**src/rtl/fp_norm_round_pkg.sv**
```systemverilog
// Shared definitions for the FP normalise/round stage: default widths,
// FSM state codes, flag bit positions and a flag-packing helper.
package fp_norm_round_pkg;

    localparam int DEF_EXP_W  = 8;
    localparam int DEF_FRAC_W = 23;

    // FSM state codes (2-bit, legacy-compatible encoding)
    localparam logic [1:0] ST_IDLE  = 2'd0;
    localparam logic [1:0] ST_SHIFT = 2'd1;
    localparam logic [1:0] ST_ROUND = 2'd2;
    localparam logic [1:0] ST_DONE  = 2'd3;

    // Bit positions inside out_flags = {overflow, underflow, inexact, zero}
    localparam int FLAG_OVF  = 3;
    localparam int FLAG_UNF  = 2;
    localparam int FLAG_INX  = 1;
    localparam int FLAG_ZERO = 0;

    function automatic logic [3:0] pack_flags(input logic ovf, input logic unf,
                                              input logic inx, input logic zero);
        logic [3:0] f;
        f            = '0;
        f[FLAG_OVF]  = ovf;
        f[FLAG_UNF]  = unf;
        f[FLAG_INX]  = inx;
        f[FLAG_ZERO] = zero;
        return f;
    endfunction

endpackage

```
**src/rtl/fp_norm_round_rne.sv**
```systemverilog
// Combinational round-to-nearest-even on a {frac, G, R, S} vector.
// A carry out of the fraction is reported as mant_ovf; the fraction then wraps to zero.
module fp_round_rne #(
    parameter int FRAC_W = 23
) (
    input  logic [FRAC_W+2:0] frac_grs,
    output logic [FRAC_W-1:0] frac_rounded,
    output logic              mant_ovf,
    output logic              inexact
);
    logic              g;
    logic              r;
    logic              s;
    logic              inc;
    logic [FRAC_W:0]   sum_ext;

    // Round-half-to-even increment and fraction add with carry out
    always_comb begin
        g            = frac_grs[2];
        r            = frac_grs[1];
        s            = frac_grs[0];
        inc          = g & (r | s | frac_grs[3]);
        sum_ext      = {1'b0, frac_grs[FRAC_W+2:3]} + {{FRAC_W{1'b0}}, inc};
        frac_rounded = sum_ext[FRAC_W-1:0];
        mant_ovf     = sum_ext[FRAC_W];
        inexact      = g | r | s;
    end

endmodule

```
**src/rtl/fp_norm_round.sv**
```systemverilog
// FP adder back end: iterative one-bit-per-cycle normalisation, RNE rounding,
// IEEE-754 packing and a valid/ready output register. Denormals flush to signed zero.
module fp_norm_round
    import fp_norm_round_pkg::*;
#(
    parameter int EXP_W  = DEF_EXP_W,
    parameter int FRAC_W = DEF_FRAC_W
) (
    input  logic                    clk,
    input  logic                    rst_n,
    input  logic                    in_valid,
    output logic                    in_ready,
    input  logic                    in_sign,
    input  logic [EXP_W-1:0]        in_exp,
    input  logic [FRAC_W+4:0]       in_sum,
    output logic                    out_valid,
    input  logic                    out_ready,
    output logic [EXP_W+FRAC_W:0]   out_result,
    output logic [3:0]              out_flags
);
    localparam int SUM_W = FRAC_W + 5;
    localparam logic [EXP_W:0] EXP_MAX = {1'b0, {EXP_W{1'b1}}};
    localparam logic [EXP_W:0] EXP_ONE = {{EXP_W{1'b0}}, 1'b1};

    logic [1:0]        state;
    logic              w_sign;
    logic [EXP_W:0]    w_exp;
    logic [SUM_W-1:0]  w_sum;

    logic [FRAC_W-1:0] frac_rnd;
    logic              mant_ovf;
    logic              rnd_inexact;
    logic [EXP_W:0]    exp_rnd;

    fp_round_rne #(
        .FRAC_W (FRAC_W)
    ) u_round (
        .frac_grs     (w_sum[FRAC_W+2:0]),
        .frac_rounded (frac_rnd),
        .mant_ovf     (mant_ovf),
        .inexact      (rnd_inexact)
    );

    // Handshake outputs and post-round exponent
    always_comb begin
        in_ready  = (state == ST_IDLE) && rst_n;
        out_valid = (state == ST_DONE);
        exp_rnd   = w_exp + {{EXP_W{1'b0}}, mant_ovf};
    end

    // FSM, work registers and output register
    always_ff @(posedge clk) begin
        if (!rst_n) begin
            state      <= ST_IDLE;
            w_sign     <= 1'b0;
            w_exp      <= '0;
            w_sum      <= '0;
            out_result <= '0;
            out_flags  <= '0;
        end else begin
            case (state)
                ST_IDLE: begin
                    if (in_valid) begin
                        w_sign <= in_sign;
                        w_exp  <= {1'b0, in_exp};
                        w_sum  <= in_sum;
                        state  <= ST_SHIFT;
                    end
                end
                ST_SHIFT: begin
                    if (w_sum == '0) begin
                        out_result <= '0;
                        out_flags  <= pack_flags(1'b0, 1'b0, 1'b0, 1'b1);
                        state      <= ST_DONE;
                    end else if (w_sum[SUM_W-1]) begin
                        // right shift keeps the lost bit alive in sticky
                        w_sum <= {1'b0, w_sum[SUM_W-1:2], w_sum[1] | w_sum[0]};
                        w_exp <= w_exp + EXP_ONE;
                        state <= ST_ROUND;
                    end else if (w_sum[SUM_W-2]) begin
                        state <= ST_ROUND;
                    end else if (w_exp <= EXP_ONE) begin
                        out_result <= {w_sign, {(EXP_W+FRAC_W){1'b0}}};
                        out_flags  <= pack_flags(1'b0, 1'b1, 1'b1, 1'b1);
                        state      <= ST_DONE;
                    end else begin
                        w_sum <= {w_sum[SUM_W-2:0], 1'b0};
                        w_exp <= w_exp - EXP_ONE;
                    end
                end
                ST_ROUND: begin
                    if (exp_rnd >= EXP_MAX) begin
                        out_result <= {w_sign, {EXP_W{1'b1}}, {FRAC_W{1'b0}}};
                        out_flags  <= pack_flags(1'b1, 1'b0, 1'b1, 1'b0);
                    end else begin
                        out_result <= {w_sign, exp_rnd[EXP_W-1:0], frac_rnd};
                        out_flags  <= pack_flags(1'b0, 1'b0, rnd_inexact, 1'b0);
                    end
                    state <= ST_DONE;
                end
                default: begin
                    if (out_ready) begin
                        state <= ST_IDLE;
                    end
                end
            endcase
        end
    end

endmodule

```
**config.mk**
```make
export PLATFORM = sky130hd
export DESIGN_NAME = fp_norm_round
export DESIGN_NICKNAME = d
export VERILOG_FILES = /design/src/rtl/fp_norm_round_pkg.sv /design/src/rtl/fp_norm_round_rne.sv /design/src/rtl/fp_norm_round.sv
export SDC_FILE = /design/constraint.sdc
export NUM_CORES = 1
export LEC_CHECK = 0
export CORE_ASPECT_RATIO = 1.2
export CORE_MARGIN = 1.5
export CORE_UTILIZATION = 45
export DETAILED_ROUTE_END_ITERATION = 12
export GPL_ROUTABILITY_DRIVEN = 0
export HOLD_SLACK_MARGIN = 0.15
export PLACE_DENSITY = 0.8
export SETUP_SLACK_MARGIN = 0.5
export SYNTH_ARGS = -nofsm -noshare
export SYNTH_HDL_FRONTEND = slang
export SYNTH_SLANG_ARGS = --single-unit
```
**constraint.sdc**
```tcl
create_clock -name clk -period 3.95 [get_ports clk]
set_input_delay 1.185 -clock clk [delete_from_list [all_inputs] [get_ports clk]]
set_output_delay 1.185 -clock clk [all_outputs]
set_load 0.02 [all_outputs]
```
## Word level (Yosys, flattened, before mapping)

Cells that the tools add are included.

| word-level totals | value |
|---|---|
| bits of input ports | 41 |
| register bits after elaboration | 76 |
| output and inout bits | 38 |

| cells by class | value |
|---|---|
| $add $sub $neg | 4 |
| bitwise gates (word level) | 5 |
| $lt $le $gt $ge | 2 |
| muxes and demuxes | 31 |
| eq/ne operators | 11 |
| reductions and logical operators | 11 |

Operators with widths:

| cell | count |
|---|---|
| 32-bit two-way mux | 4 |
| 27-bit two-way mux | 3 |
| 32-bit case mux with 2 select lines | 1 |
| 28-bit two-way mux | 2 |
| 28-bit case mux with 2 select lines | 1 |
| 9-bit two-way mux | 5 |
| 31-bit two-way mux | 1 |
| 28-bit zero test | 1 |
| 23-bit by 1-bit adder with 24-bit output | 1 |
| 4-bit two-way mux | 5 |
| 9-bit case mux with 2 select lines | 1 |
| 3-bit != test (second input constant) | 5 |
| 2-bit two-way mux | 6 |
| 9-bit by 1-bit adder with 9-bit output | 1 |
| 9-bit by 1-bit adder with 9-bit output (second input constant) | 1 |
| 9-bit by 8-bit >= comparator with 1-bit output (second input constant) | 1 |
| 9-bit by 1-bit <= comparator with 1-bit output (second input constant) | 1 |
| 9-bit by 1-bit subtractor with 9-bit output (second input constant) | 1 |
| 4-bit case mux with 2 select lines | 1 |
| 2-bit case mux with 3 select lines | 1 |
| 3-bit AND reduction | 2 |
| 5-bit != test (second input constant) | 1 |
| 5-bit AND reduction | 1 |
| 2-bit == test (second input constant) | 2 |
| 10 further kinds | 15 |

## Depth between registers and ports, before layout

Gate-level depths: netlist of the first run.

| logic depth | value |
|---|---|
| depth after elaboration | 8 |
| mapped depth | 11 |
| gate-level depth less buffers | 9 |

## By module

From an unflattened synthesis of the first run, not the netlist that was laid out.

| unflattened totals | value |
|---|---|
| cell total of the unflattened synthesis | 558 |
| area, all modules | 4579.4 um^2 |

By module, submodules not included:

| module | seq. area each (um^2) | cells an instance | area each (um^2) | instances |
|---|---|---|---|---|
| fp_norm_round | 1521.5 | 489 | 4112.7 | 1 |
| fp_round_rne | 0.0 | 69 | 466.7 | 1 |

## Worst setup path after synthesis of the first run

OpenSTA, ideal clock, no wires.

| timing | value |
|---|---|
| path type | input -> output |
| from | input port rst_n |
| to | output port in_ready |
| stages | 3 |
| required time | 2765 ps |
| slack | 804 ps |
| arrival time | 1961 ps |
| cells stage by stage | clkbuf_1 clkbuf_1 and2_1 |

| between the ends | value |
|---|---|
| longest elaborated chain between the ends | 1 |

Ends and longest elaborated chain:

| element | RTL line | text |
|---|---|---|
| start, declared | fp_norm_round.sv:10 | `input logic rst_n,` |
| 1-bit logical AND | fp_norm_round.sv:46 | `in_ready = (state == ST_IDLE) && rst_n;` |
| end, declared | fp_norm_round.sv:12 | `output logic in_ready,` |

Every way passes these cells.

## Worst setup path after layout of the first run

Same ends and word-level chain as after synthesis.

==> impl_metrics.toml, run 1 <==
[floorplan]
io_pins = 79
die_h_um = 117
die-area_um2 = 11500
die_w_um = 98.1
std_cell_rows = 41
floorplan.initialDensity_pct = 46.2
core-area_um2 = 10600

[grt]
grt_pass1_vias = 4503
grt_pass1_wl_mm = 22.6
antenna_found_initial = 0
grtUsageTotal_pct = 24.0
grt_start_max_net_pins = 49
grt_overflow = 0

[worst_hold_path]
hp-start = "out_result[31]"
hp-class = "reg -> reg"

[timing]
slew_violations = 0
hold_violations = 0
finalSetupViolCount = 0
fin_skew_ns = 0.00711
slew_headroom_pct = 46.3
fin_crit_ns = 3.34
min_period_over_period_pct = 84.7
max_freq_ghz = 0.299
tightest_slew_ns = 0.806
rsz0062_at_grt = "false"
finalSetupTns_ns = 0

[cells_and_area]
area.growth.synth_to_final_pct = 21.8
layout.nets = 640
finalNonFillerCells = 723
final_layout_size_suffix_gt1_share_pct = 9.93
diodes = 0
fin_util_pct = 56.3
finalInstanceArea_um2 = 5950

[yosys]
syn-instance-count = 548
yosys_register_bits = 76
synth_top_flop_cell = "dfxtp_1"
yosysSeqAreaShare_pct = 31.1
synth_area_um2 = 4880
yosys_warnings = 0
syn_area_per_cell_um2 = 8.91
syn_nets = 599
ys_types = 71
synth_enable_flop_cells = 0
async_flop_share_pct = 0

[critical_path]
r2r_start = "w_sum[9]"
worstPathArrival_ns = 2.16
endpoint_kind = "output port"
critPathRequiredTime_ns = 2.76
path_delay_family = "buffers and inverters"
critPathSlowestCell = "clkdlybuf4s50_1"
setup.worst_path.start_class = "primary input"
cp_cell_sequence = "clkdlybuf4s50_1 -> and2_1 -> dlygate4sd2_1"
path_max_fanout = 2
max_stage_delay_ns = 0.49
crit_start = "rst_n"
crit_type = "in -> out"
path_buf_inv = 2

[drt]
drtIter0Drc = 371
drcViolationCount = 0
drt_first_pass_iters = 6
routed_via_density = 6.60
num_vias = 4772
wl_mm = 13.7
wl_per_cell_um = 18.9
ant_nets = 0

[pwr]
p_sw_mw = 2.15
clockPowerShare_pct = 18.9
swShare_pct = 46.9
powerDensity_nw_per_um2 = 772
p_int_mw = 2.44
p_total_mw = 4.59
p_seq_share_pct = 32.6
vdd_drop_max_v = 0.000437
p_comb_share_pct = 48.5
leakagePower_nw = 2.31

[clocking]
clock_sinks = 76
cts_buffers = 9
clock_latency_ns = 0.34
hold_buffers = 0
root_buffer = "clkbuf_16"
cts.clk_slew.worst_paths_ns = 0.06
cts_setup_buffers = 0
tritoncts = "done"
htree_levels = 3
cts_buffer_depth = 2

[status]
status = "completed"

[place]
port_buffers = 78
post_dp_cell_area_um2 = 5630
post-dp-hpwl_mm = 9.37
place_inst = 707

[job]
max_cap_violations = 0
==> worst min-delay path: cells and delay by family (launching register included) <==
kind             cells  cell delay (ns)
and+or+nand+nor      1             0.05
DFF                  1             0.31
muxes                1             0.05
==> Yosys cell counts, drive strengths merged, types with 2 or more instances <==
| cell | number | area (µm²) |
|---|---|---|
| dfxtp | 76 | 1520 |
| nand2 | 41 | 154 |
| clkbuf | 32 | 120 |
| and3 | 28 | 180 |
| buf | 27 | 168 |
| o211ai | 27 | 203 |
| a221oi | 24 | 210 |
| o211a | 24 | 240 |
| o21ai | 23 | 130 |
| a32o | 22 | 220 |
| xnor2 | 22 | 193 |
| nand3 | 19 | 95.1 |
| nor2 | 17 | 63.8 |
| nor3 | 17 | 95.1 |
| mux2i | 14 | 140 |
| a21oi | 12 | 75.1 |
| nand4 | 11 | 68.8 |
| ha | 10 | 125 |
| inv | 9 | 33.8 |
| nor4 | 9 | 138 |
| xor2 | 8 | 70.1 |
| and4 | 7 | 65.1 |
| a31oi | 6 | 52.6 |
| and2 | 6 | 37.5 |
| a211oi | 5 | 37.5 |
| a22o | 5 | 43.8 |
| a22oi | 4 | 30.0 |
| mux2 | 4 | 45.0 |
| nor2b | 3 | 18.8 |
| o22ai | 3 | 18.8 |
| o31ai | 3 | 36.3 |
| a32oi | 2 | 17.5 |
| nand3b | 2 | 15.0 |
| o21a | 2 | 15.0 |
| o221ai | 2 | 17.5 |
| or2 | 2 | 12.5 |
| or3 | 2 | 12.5 |
| or3b | 2 | 17.5 |
| or4 | 2 | 15.0 |
==> power groups by stage <==
stage / combinational (mW) / clock (mW) / sequential, mW
floorplan: 1.88 / 0 / 1.24
global placement: 2.12 / 0 / 1.47
detailed placement: 2.18 / 0 / 1.49
CTS: 2.20 / 0.880 / 1.47
global route: 2.41 / 0.914 / 1.54
finish: 2.23 / 0.869 / 1.50
==> timing repair <==
| item | in CTS | in global routing |
|---|---|---|
| setup endpoints to repair | 1 | 23 |
| pin swaps | 0 | 0 |
| gates resized for setup | 1 | 4 |
==> cell usage in the layout, fill, tap and decap left out, drive strengths merged, types with 6 or more instances in the layout <==
cell           netlist  routed
clkdlybuf4s50        0      77
dfxtp               76      76
nand2               41      41
and3                28      28
o211ai              27      27
a221oi              24      24
o211a               24      24
o21ai               23      23
xnor2               22      22
a32o                22      22
nand3               19      19
nor2                17      17
nor3                17      17
mux2i               14      14
a21oi               12      12
nand4               11      11
buf                 27      11
inv                  9      11
ha                  10      10
clkbuf              32      10
nor4                 9       9
xor2                 8       8
and4                 7       7
and2                 6       6
a31oi                6       6
==> state kept, by name (all words and copies together) (netlist names) <==
name / cells
out_result: 32
w_sum: 28
out_flags: 4
state: 2
w_exp: 9
w_sign: 1
==> worst paths after layout <==
kind	end	slack, ns	depth (start not counted)
setup / recovery	in_ready	0.61	3
hold / removal	out_result[31]	0.46	2
setup reg to reg	out_result[16]	0.68	11
hold reg to reg	out_result[31]	0.46	2
==> cell type report <==
class                      count  area, µm²
tap                          129        161
inverter                       9       33.8
fill                         915       4620
clock inverter                 6       71.3
timing repair buffer          89        862
multi-input combinational    404       3060
clock buffer                  10        239
sequential                    76       1530
==> logic make-up after synthesis <==
logic type / count (synthesis) / synth area share [%]
AO/OA/AOI/OAI: 175 / 29.8
XOR/XNOR: 30 / 5.38
adder cells (fa/ha/maj): 10 / 2.56
buffers and inverters: 68 / 6.58
flip-flops: 76 / 31.1
multiplexers: 18 / 3.79
AND/OR/NAND/NOR: 171 / 20.7
==> layer usage <==
metal | wire length (µm) | share of wire [%] | track usage (%)
met1 | 5580 | 41 | 29.8
met2 | 6750 | 49 | 42.5
met3 | 1070 | 7.9 | 4.51
met4 | 251 | 1.8 | 7.05
met5 | 0 | 0 | 0
==> through the flow <==
stage                     hold slack (ns)  worst slack, ns
final                               0.457            0.605
after detailed placement            0.448            0.315
after global placement              0.449            0.310
after floorplan                     0.437            0.804
after global routing                0.480            0.508
after CTS                           0.464            0.589
No activity file was read; power rests on OpenSTA's default activity.
==> run 2: changes to the inputs <==
--- a/config.mk
+++ b/config.mk
@@ -11,7 +11,7 @@
 export DETAILED_ROUTE_END_ITERATION = 12
 export GPL_ROUTABILITY_DRIVEN = 0
 export HOLD_SLACK_MARGIN = 0.15
-export PLACE_DENSITY = 0.8
+export PLACE_DENSITY = 0.83
 export SETUP_SLACK_MARGIN = 0.5
 export SYNTH_ARGS = -nofsm -noshare
 export SYNTH_HDL_FRONTEND = slang
==> constraint.sdc (replaced) <==
create_clock -name clk -period 2.83 [get_ports clk]
set_input_delay 0.849 -clock clk [delete_from_list [all_inputs] [get_ports clk]]
set_output_delay 0.849 -clock clk [all_outputs]
set_load 0.02 [all_outputs]
==> run 2 against run 1 <==
Compared with the run above: die area unchanged; sequential share of layout area down 2.8 points; clock-buffer cell count up 2; clock power up 65%; sequential cell count unchanged; hold slack better by 0.0079 ns; highest routed layer unchanged.
==> impl_metrics.toml, run 2 (synthesis gave the netlist of run 1 again) <==
[status]
status = "completed"

[critical_path]
endpoint_kind = "flip-flop"
setup.worst_path.start_class = "flip-flop"
reg2reg_depth = 10
worstPathArrival_ns = 2.87
cp_cell_sequence = "and4_1 -> and2_1 -> and4_4 -> ha_4 -> xnor2_2 -> o31ai_2 -> a311oi_1 -> or2_4 -> buf_16 -> a32o_1"
path_max_fanout = 11
max_stage_delay_ns = 0.38
critPathRequiredTime_ns = 3.05
regToRegEndpoint = "out_result[15]"
crit_type = "reg -> reg"
r2r_slack_ns = 0.18
critPathSlowestCell = "or2_4"
r2r_start = "w_sum[17]"

[timing]
slew_violations = 0
finalSetupViolCount = 0
slew_headroom_pct = 52.4
rsz0062_at_grt = "true"
max_freq_ghz = 0.377
tightest_slew_ns = 0.713
hold_violations = 0
min_period_over_period_pct = 93.7
fin_crit_ns = 2.65
fin_skew_ns = 0.00568

[pwr]
leakagePower_nw = 2.72
powerDensity_nw_per_um2 = 1130
vdd_drop_max_v = 0.000585
p_total_mw = 7.60

[cells_and_area]
largest_reg_flops = 32
finalNonFillerCells = 788
most-common-layout-cells = "75 x clkdlybuf4s50_1, 69 x dfxtp_1, 65 x buf_4, 41 x nand2_1"
regMostFlops = "out_result"
reg.largest.list = "out_result: 32 flops, w_sum: 28 flops, w_exp: 9 flops"
final_layout_size_suffix_gt1_share_pct = 21.7
final_common_cell = "clkdlybuf4s50_1"
fillers = 785
diodes = 0
area.growth.synth_to_final_pct = 37.6
finalInstanceArea_um2 = 6720
layout.nets = 705

[floorplan]
die_w_um = 98.1
std_cell_rows = 41
core-area_um2 = 10600
die-area_um2 = 11500
floorplan.initialDensity_pct = 46.2
io_pins = 79
die_h_um = 117

[drt]
drcViolationCount = 0
routed_via_density = 6.64
num_vias = 5229
drtIter0Drc = 564
wl_mm = 15.9
drt_first_pass_iters = 6
wl_per_cell_um = 20.2
ant_nets = 0

[clocking]
tritoncts = "done"
cts_buffers = 9
root_buffer = "clkbuf_16"
clock_latency_ns = 0.33
cts_buffer_depth = 2
htree_levels = 3
clock_sinks = 76
cts.clk_slew.worst_paths_ns = 0.06

[grt]
grt_pass1_wl_mm = 25.1
grtUsageTotal_pct = 27.0
antenna_found_initial = 0
grt_pass1_vias = 5099
grt_start_max_net_pins = 49
grt_overflow = 0

[job]
max_cap_violations = 0

[place]
post-dp-hpwl_mm = 9.91
post_dp_cell_area_um2 = 6000
place_inst = 747
port_buffers = 78

[worst_hold_path]
holdPathStages = 2
hp-start = "w_sign"
worstHoldEndpoint = "w_sign"
hp-class = "reg -> reg"
[run 2: cell types whose count changed in the layout (fill, tap and decap cells not counted), moves of 3 or more]
cell and delta:
dfxtp_2 +3, buf_12 +4, buf_6 +4, buf_4 +54, o21ai_0 -5, bufinv_16 +3, o21ai_2 +3, ha_1 -3
dfxtp_1 -4
[run 2: how the worst max path moves through the flow]
stage	start	endpoint	slack, ns
6_report	w_sum[17]	out_result[15]	0.18
5_1_grt	w_sum[10]	out_result[11]	0.12
4_1_cts	w_sum[10]	out_result[3]	0.31
3_5_place_dp	rst_n	in_ready	-0.12
3_3_place_gp	rst_n	in_ready	-0.12
2_1_floorplan	w_sum[8]	out_result[0]	0.13
[run 2: report_power, final]
| part | internal (mW) | switching, mW |
|---|---|---|
| registers | 1.40 | 0.380 |
| logic | 1.86 | 2.53 |
| clock network | 0.976 | 0.450 |
[run 2: area by class of cell]
cell class	count	area (µm²)	area share, %
flip-flops and latches	76	1530	22.8
clock inverters	4	120	1.79
repair buffers	153	1450	21.5
inverters	9	33.8	0.503
well taps	129	161	2.40
clock buffers	12	246	3.67
multi-input cells	405	3180	47.3
[run 2: per-layer routing]
layer	vias up	share of wire [%]	track usage (%)
met5	-	0	0
met4	0	3.0	12.0
met3	57	8.9	4.63
met2	378	50	49.0
met1	2461	38	31.4
li1	2333	-	-
[run 2: what timing repair did]
| action | 4_1_cts | 5_1_grt |
|---|---|---|
| endpoints found under the hold margin | 0 | 0 |
| setup buffers | 13 | 9 |
| hold buffers | 0 | 0 |
| gates resized for setup | 32 | 8 |
| pin swaps | 14 | 6 |
| gates cloned | 3 | 0 |
| setup endpoints to repair | 71 | 67 |
[run 2: metrics by stage]
stage	setup slack [ns]	setup TNS, ns	hold slack, ns	util, %
3_5_place_dp	-0.121	-0.121	0.448	56.7
5_1_grt	0.119	0	0.482	63.6
3_3_place_gp	-0.116	-0.116	0.449	56.7
4_1_cts	0.306	0	0.465	62.6
6_report	0.178	0	0.465	63.6
2_1_floorplan	0.127	0	0.437	-
[run 2: critical path, delay by kind of cell (launching register included)]
kind,cells,cell delay (ns)
AOI/OAI and AO/OA,3,0.67
xor gates and xnor gates,1,0.08
adders and majority gates,1,0.16
buffers and inverters,1,0.17
and+or+nand+nor,4,1.13
DFF,1,0.33
